File: src/rtl/keypad_pkg.sv
// keypad_pkg: shared constants, types and helpers for the 4x4 keypad scanner.
//   ROWS / COLS      : keypad geometry
//   SCAN_CNT_DEF     : default row dwell terminal count (dwell = SCAN_CNT+1 clocks)
//   DEB_FRAMES_DEF   : default number of identical frames needed to accept a map
//   KEY_W            : width of the key code (row*4+col)
package keypad_pkg;

  localparam int unsigned ROWS           = 4;
  localparam int unsigned COLS           = 4;
  localparam int unsigned MAP_W          = ROWS * COLS;
  localparam int unsigned SCAN_CNT_DEF   = 100000;
  localparam int unsigned DEB_FRAMES_DEF = 3;
  localparam int unsigned KEY_W          = 4;

  typedef logic [MAP_W-1:0] key_map_t;
  typedef logic [KEY_W-1:0] key_code_t;

  // True when exactly one key bit is set.
  function automatic logic is_single(input key_map_t m);
    return (m != '0) && ((m & (m - key_map_t'(1))) == '0);
  endfunction

  // Index of the set bit; only meaningful when is_single(m).
  function automatic key_code_t key_encode(input key_map_t m);
    key_code_t c;
    c = '0;
    for (int unsigned i = 0; i < MAP_W; i++) begin
      if (m[i]) c = key_code_t'(i);
    end
    return c;
  endfunction

endpackage

File: src/rtl/key_sync.sv
// key_sync: 2-flop synchronizer for asynchronous inputs.
//   i_Clk    : destination clock
//   i_Rst    : synchronous active-high reset, clears both stages
//   async_in : asynchronous input bus
//   sync_out : synchronized bus, two clocks of latency
module key_sync #(
  parameter int unsigned WIDTH = 4
) (
  input  logic             i_Clk,
  input  logic             i_Rst,
  input  logic [WIDTH-1:0] async_in,
  output logic [WIDTH-1:0] sync_out
);

  logic [WIDTH-1:0] meta;

  always_ff @(posedge i_Clk) begin
    if (i_Rst) begin
      meta     <= '0;
      sync_out <= '0;
    end else begin
      meta     <= async_in;
      sync_out <= meta;
    end
  end

endmodule

File: src/rtl/keypad_scan.sv
// keypad_scan: 4x4 matrix keypad scanner with frame-level debounce.
//   i_Clk      : system clock
//   i_Rst      : synchronous active-high reset
//   i_Key_Col  : asynchronous column returns, active-high
//   o_Scan_Row : one-hot row drive, active-high
//   o_Key      : code (row*4+col) of the last accepted single-key press
//   o_fValid   : one-clock pulse on a new single-key press
//   o_Pressed  : high while the debounced map is non-zero
//   o_Key_Map  : debounced key map, bit row*4+col set when pressed
module keypad_scan
  import keypad_pkg::*;
#(
  parameter int unsigned SCAN_CNT   = SCAN_CNT_DEF,
  parameter int unsigned DEB_FRAMES = DEB_FRAMES_DEF
) (
  input  logic             i_Clk,
  input  logic             i_Rst,
  input  logic [COLS-1:0]  i_Key_Col,
  output logic [ROWS-1:0]  o_Scan_Row,
  output logic [KEY_W-1:0] o_Key,
  output logic             o_fValid,
  output logic             o_Pressed,
  output logic [MAP_W-1:0] o_Key_Map
);

  localparam int unsigned CNT_W = (SCAN_CNT < 1) ? 1 : $clog2(SCAN_CNT + 1);
  localparam int unsigned DEB_W = (DEB_FRAMES < 1) ? 1 : $clog2(DEB_FRAMES + 1);
  localparam logic [CNT_W-1:0] CNT_END = CNT_W'(SCAN_CNT);
  localparam logic [DEB_W-1:0] DEB_MAX = DEB_W'(DEB_FRAMES);

  logic [COLS-1:0]  col_sync;
  logic [CNT_W-1:0] dwell_cnt;
  logic [1:0]       row_idx;
  key_map_t         frame_acc;
  key_map_t         frame_next;
  key_map_t         prev_frame;
  logic [DEB_W-1:0] deb_cnt;
  logic [DEB_W-1:0] deb_next;
  logic             commit_q;
  logic             dwell_end;
  logic             frame_end;

  key_sync #(.WIDTH(COLS)) u_sync (
    .i_Clk    (i_Clk),
    .i_Rst    (i_Rst),
    .async_in (i_Key_Col),
    .sync_out (col_sync)
  );

  assign dwell_end = (dwell_cnt == CNT_END);
  assign frame_end = dwell_end && (row_idx == 2'd3);

  // Frame as it will look after this clock's sample; at frame end this
  // already contains row 3, so debounce compares the complete frame.
  always_comb begin
    frame_next = frame_acc;
    frame_next[row_idx*COLS +: COLS] = col_sync;
  end

  always_comb begin
    deb_next = DEB_W'(1);
    if (frame_next == prev_frame) begin
      deb_next = (deb_cnt == DEB_MAX) ? deb_cnt : deb_cnt + 1'b1;
    end
  end

  always_ff @(posedge i_Clk) begin
    if (i_Rst) begin
      dwell_cnt  <= '0;
      row_idx    <= '0;
      o_Scan_Row <= 4'b0001;
      frame_acc  <= '0;
      prev_frame <= '0;
      deb_cnt    <= '0;
      commit_q   <= 1'b0;
      o_Key_Map  <= '0;
      o_Key      <= '0;
      o_fValid   <= 1'b0;
      o_Pressed  <= 1'b0;
    end else begin
      o_fValid <= 1'b0;
      commit_q <= 1'b0;

      if (dwell_end) begin
        dwell_cnt  <= '0;
        row_idx    <= row_idx + 1'b1;
        o_Scan_Row <= {o_Scan_Row[ROWS-2:0], o_Scan_Row[ROWS-1]};
        frame_acc  <= frame_next;
      end else begin
        dwell_cnt <= dwell_cnt + 1'b1;
      end

      if (frame_end) begin
        deb_cnt  <= deb_next;
        commit_q <= (deb_next == DEB_MAX);
        if (frame_next != prev_frame) prev_frame <= frame_next;
      end

      // Map update lands one clock after the accepting frame-end sample.
      if (commit_q && (prev_frame != o_Key_Map)) begin
        o_Key_Map <= prev_frame;
        o_Pressed <= |prev_frame;
        if ((o_Key_Map == '0) && is_single(prev_frame)) begin
          o_fValid <= 1'b1;
          o_Key    <= key_encode(prev_frame);
        end
      end
    end
  end

endmodule

File: config.mk
export PLATFORM = sky130hd
export DESIGN_NAME = keypad_scan
export DESIGN_NICKNAME = d
export VERILOG_FILES = /design/src/rtl/keypad_pkg.sv /design/src/rtl/key_sync.sv /design/src/rtl/keypad_scan.sv
export SDC_FILE = /design/constraint.sdc
export NUM_CORES = 1
export LEC_CHECK = 0
export ABC_CLOCK_PERIOD_IN_PS = 3250
export BUFFER_PORTS_ARGS = -buffer_cell sky130_fd_sc_hd__clkbuf_2
export CAP_MARGIN = 0
export CORE_UTILIZATION = 55
export DETAILED_ROUTE_END_ITERATION = 6
export GPL_ROUTABILITY_DRIVEN = 1
export HOLD_SLACK_MARGIN = 0.12
export PLACE_DENSITY = 0.82
export SLEW_MARGIN = 15
export SYNTH_ARGS = -nofsm -noshare
export SYNTH_HDL_FRONTEND = slang
export SYNTH_SLANG_ARGS = --single-unit
File: constraint.sdc
create_clock -name i_Clk -period 3.25 [get_ports i_Clk]
set_input_delay 0.1625 -clock i_Clk [delete_from_list [all_inputs] [get_ports i_Clk]]
set_output_delay 0.1625 -clock i_Clk [all_outputs]
set_load 0.05 [all_outputs]
==> out/qor.yml <==
start_util_pct: 57.6
tritoncts: "done"
core_sq_mm: 0.00830
vdd_ir_drop_max_uv: 244
io_pins: 32
grt_start_max_net_pins: 36
syn_area_per_cell_sq_um: 8.39
finalCritPeriodShare_pct: 95.2
rows: 33
drtIter0Drc: 372
synthAdderAreaFrac_pct: 2.04
end_kind: "flop"
synth_xor_area_share_pct: 7.88
synth_nets: 583
stdcell_count: 699
setup_ws_ns: 0.157
fmax_ghz: 0.323
cp.required_ns: 3.55
synthTopCellsByCount: "dfxtp_1 (88), nor2_1 (77), nand2_1 (49)"
setup_viol: 0
port_buffers: 31
synth_mux_area_share_pct: 4.90
synth_area_sq_mm: 0.00478
synth.most_common_cell: "dfxtp_1"
cts_max_level: 3
ys_types: 68
crit_path_end: "prev_frame[6]"
gr-total-overflow: 0
outcome: "complete, no violations"
antenna_cells: 0
synth_edf_count: 0
antenna_found_initial: 0
vias: 4257
clock_sinks: 88
place_congestion: 0.998
wl_per_cell_um: 17.6
cts_buffers: 9
die_area_sq_mm: 0.00907
drive_gt1_share_pct: 12.6
synth-seq-area-share_pct: 36.9
async_reset_ff_share_pct: 0
cp-start-kind: "flop"
startpoint: "row_idx[0]"
ys_top_cells_by_area: "dfxtp_1 (37%), nor2_1 (6.0%), xnor2_1 (4.9%)"
p_leak_nw: 2.09
worst_hold_path_type: "reg2reg"
ant_nets: 0
grt_pass1_wl_mm: 19.8
r2r_start: "row_idx[0]"
hold_violations: 0
whs_ns: 0.437
grtUsageTotal_pct: 28.7
viasPerCell: 6.09
fin_crit_ns: 3.09
crit_type: "reg2reg"
path_max_fanout: 15
ys_warn_count: 0
path_clk_slew_ns: 0.09
r2r-end: "prev_frame[6]"
yosysTopAreaCellShare_pct: 36.9
die_h_um: 95.2
fp.dieW_um: 95.2
nets: 602
worst_pin_slew_ns: 0.637
cp_slowest_cell: "or4_1"
pre_cts_slack_ns: 0.0999
rr_worst_depth: 9
cp_cell_sequence: "inv_2, ha_1, and4bb_1, nor2_1, or4_1, nor4b_4, nor4b_4, buf_4, a221o_1"
synthFlopType: "dfxtp_1"
p_total_mw: 1.85
grt_pass1_vias: 4019
max_stage_delay_ns: 0.58
synthToLayoutAreaGrowth_pct: 9.03
maxCapViolations: 0
hpwl_mm: 8.75
wirelength_mm: 12.3
powerDensity_mw_per_mm2: 355
synthSimpleGateAreaFrac_pct: 26.5
fin_worst_skew_ns: 0.0149
synth-seq-cells: 88
drc_errors: 0
slew_headroom_pct: 57.5
dr.pass1.iters: 5
crit_path_frequent_cell: "nor4b_4"
clock_latency_ns: 0.37
crit_arrival_ns: 3.39
synth_cells: 570
cts_max_path_buffers: 2
slew_viol_final: 0
synth_compound_area_share_pct: 16.3
r2r_slack_ns: 0.16
dpl.cell_count: 677
synth_top_family_by_area: "simple AND/OR/NAND/NOR gates"
yosys.area.top_type: "dfxtp_1"
cts_root_buf: "clkbuf_8"
setup_tns_ns: 0
==> cell usage in the layout, fill, tap and decap left out, types with 3 or more instances in the layout <==
master and count:
a211oi_1 4, a21oi_1 21, a221o_1 16, a22oi_1 9, a311oi_1 3, a31oi_1 3
and2_1 12, and3_1 4, buf_4 15, clkbuf_2 31, clkbuf_8 9, clkinvlp_4 3
dfxtp_1 88, dlygate4sd3_1 5, ha_1 7, inv_1 15, mux2i_1 20, nand2_1 49
nand2b_1 19, nand3_1 20, nand3b_1 3, nand4_1 6, nor2_1 77, nor2b_1 13
nor3_1 12, nor4_1 8, o2111ai_1 3, o21ai_0 17, xnor2_1 27, xor2_1 16
==> metrics by stage <==
stage          utilization (%)  instance area (sq um)
6_report                  62.8                   5210
5_1_grt                   62.8                   5210
4_1_cts                   62.6                   5200
3_5_place_dp              59.9                   4970
3_3_place_gp              59.9                   4970
2_1_floorplan                -                   4780
==> area by class of cell <==
type	count	area, sq um
Timing Repair Buffer	51	318
Tap cell	105	131
Inverter	16	60.1
Fill cell	747	3090
Sequential cell	88	1760
Clock inverter	6	45.0
Clock buffer	10	128
Multi-Input combinational cell	423	2770
==> flip-flops by register name, summed over array words and instances (netlist names), 2 cells and up <==
name / count
o_Key: 4
u_sync.meta: 4
o_Key_Map: 16
frame_acc: 16
prev_frame: 16
row_idx: 2
dwell_cnt: 17
u_sync.sync_out: 4
o_Scan_Row: 4
deb_cnt: 2
==> timing repair <==
item	in CTS	in global routing
gates resized for setup	0	2
hold endpoints to repair	9	0
hold buffers	5	0
setup buffers	0	1
setup endpoints to repair	0	16
==> how the worst min path moves through the flow <==
stage          slack (ns)            endpoint      startpoint  cells after the start
3_5_place_dp         0.38      u_sync.meta[2]    i_Key_Col[2]                      2
4_1_cts              0.45  u_sync.sync_out[3]  u_sync.meta[3]                      1
3_3_place_gp         0.37      u_sync.meta[1]    i_Key_Col[1]                      2
5_1_grt              0.46  u_sync.sync_out[2]  u_sync.meta[2]                      1
2_1_floorplan        0.29      u_sync.meta[0]    i_Key_Col[0]                      1
6_report             0.44  u_sync.sync_out[2]  u_sync.meta[2]                      1
==> critical path, delay by kind of cell, from the launching register on <==
family | cells | cell delay, ns
AO/OA/AOI/OAI | 1 | 0.18
adder cells (fa/ha/maj) | 1 | 0.43
buffers and inverters | 2 | 0.41
flip-flops | 1 | 0.33
AND/OR/NAND/NOR | 5 | 1.66
==> routing by layer <==
layer,up-vias,track usage (%),routed length [um]
li1,2039,-,-
met3,25,5.42,936
met1,2016,38.8,5500
met4,0,8.84,207
met2,177,46.1,5660
met5,-,0,0
==> where the power goes <==
| group | internal [mW] | switching, mW |
|---|---|---|
| clock network | 0.281 | 0.413 |
| registers | 1.08 | 0.00771 |
| logic | 0.0279 | 0.0379 |
| total | 1.39 | 0.459 |
==> logic make-up (layout without fill, tap and decap cells) <==
kind of cell    Yosys count  after routing
xor+xnor                 43             43
compound gates          107            107
simple gates            242            242
flops                    88             88
fa+ha+maj                 8              8
mux                      23             23
buf+inv                  59             83
Power figures use the tool's default switching activity.
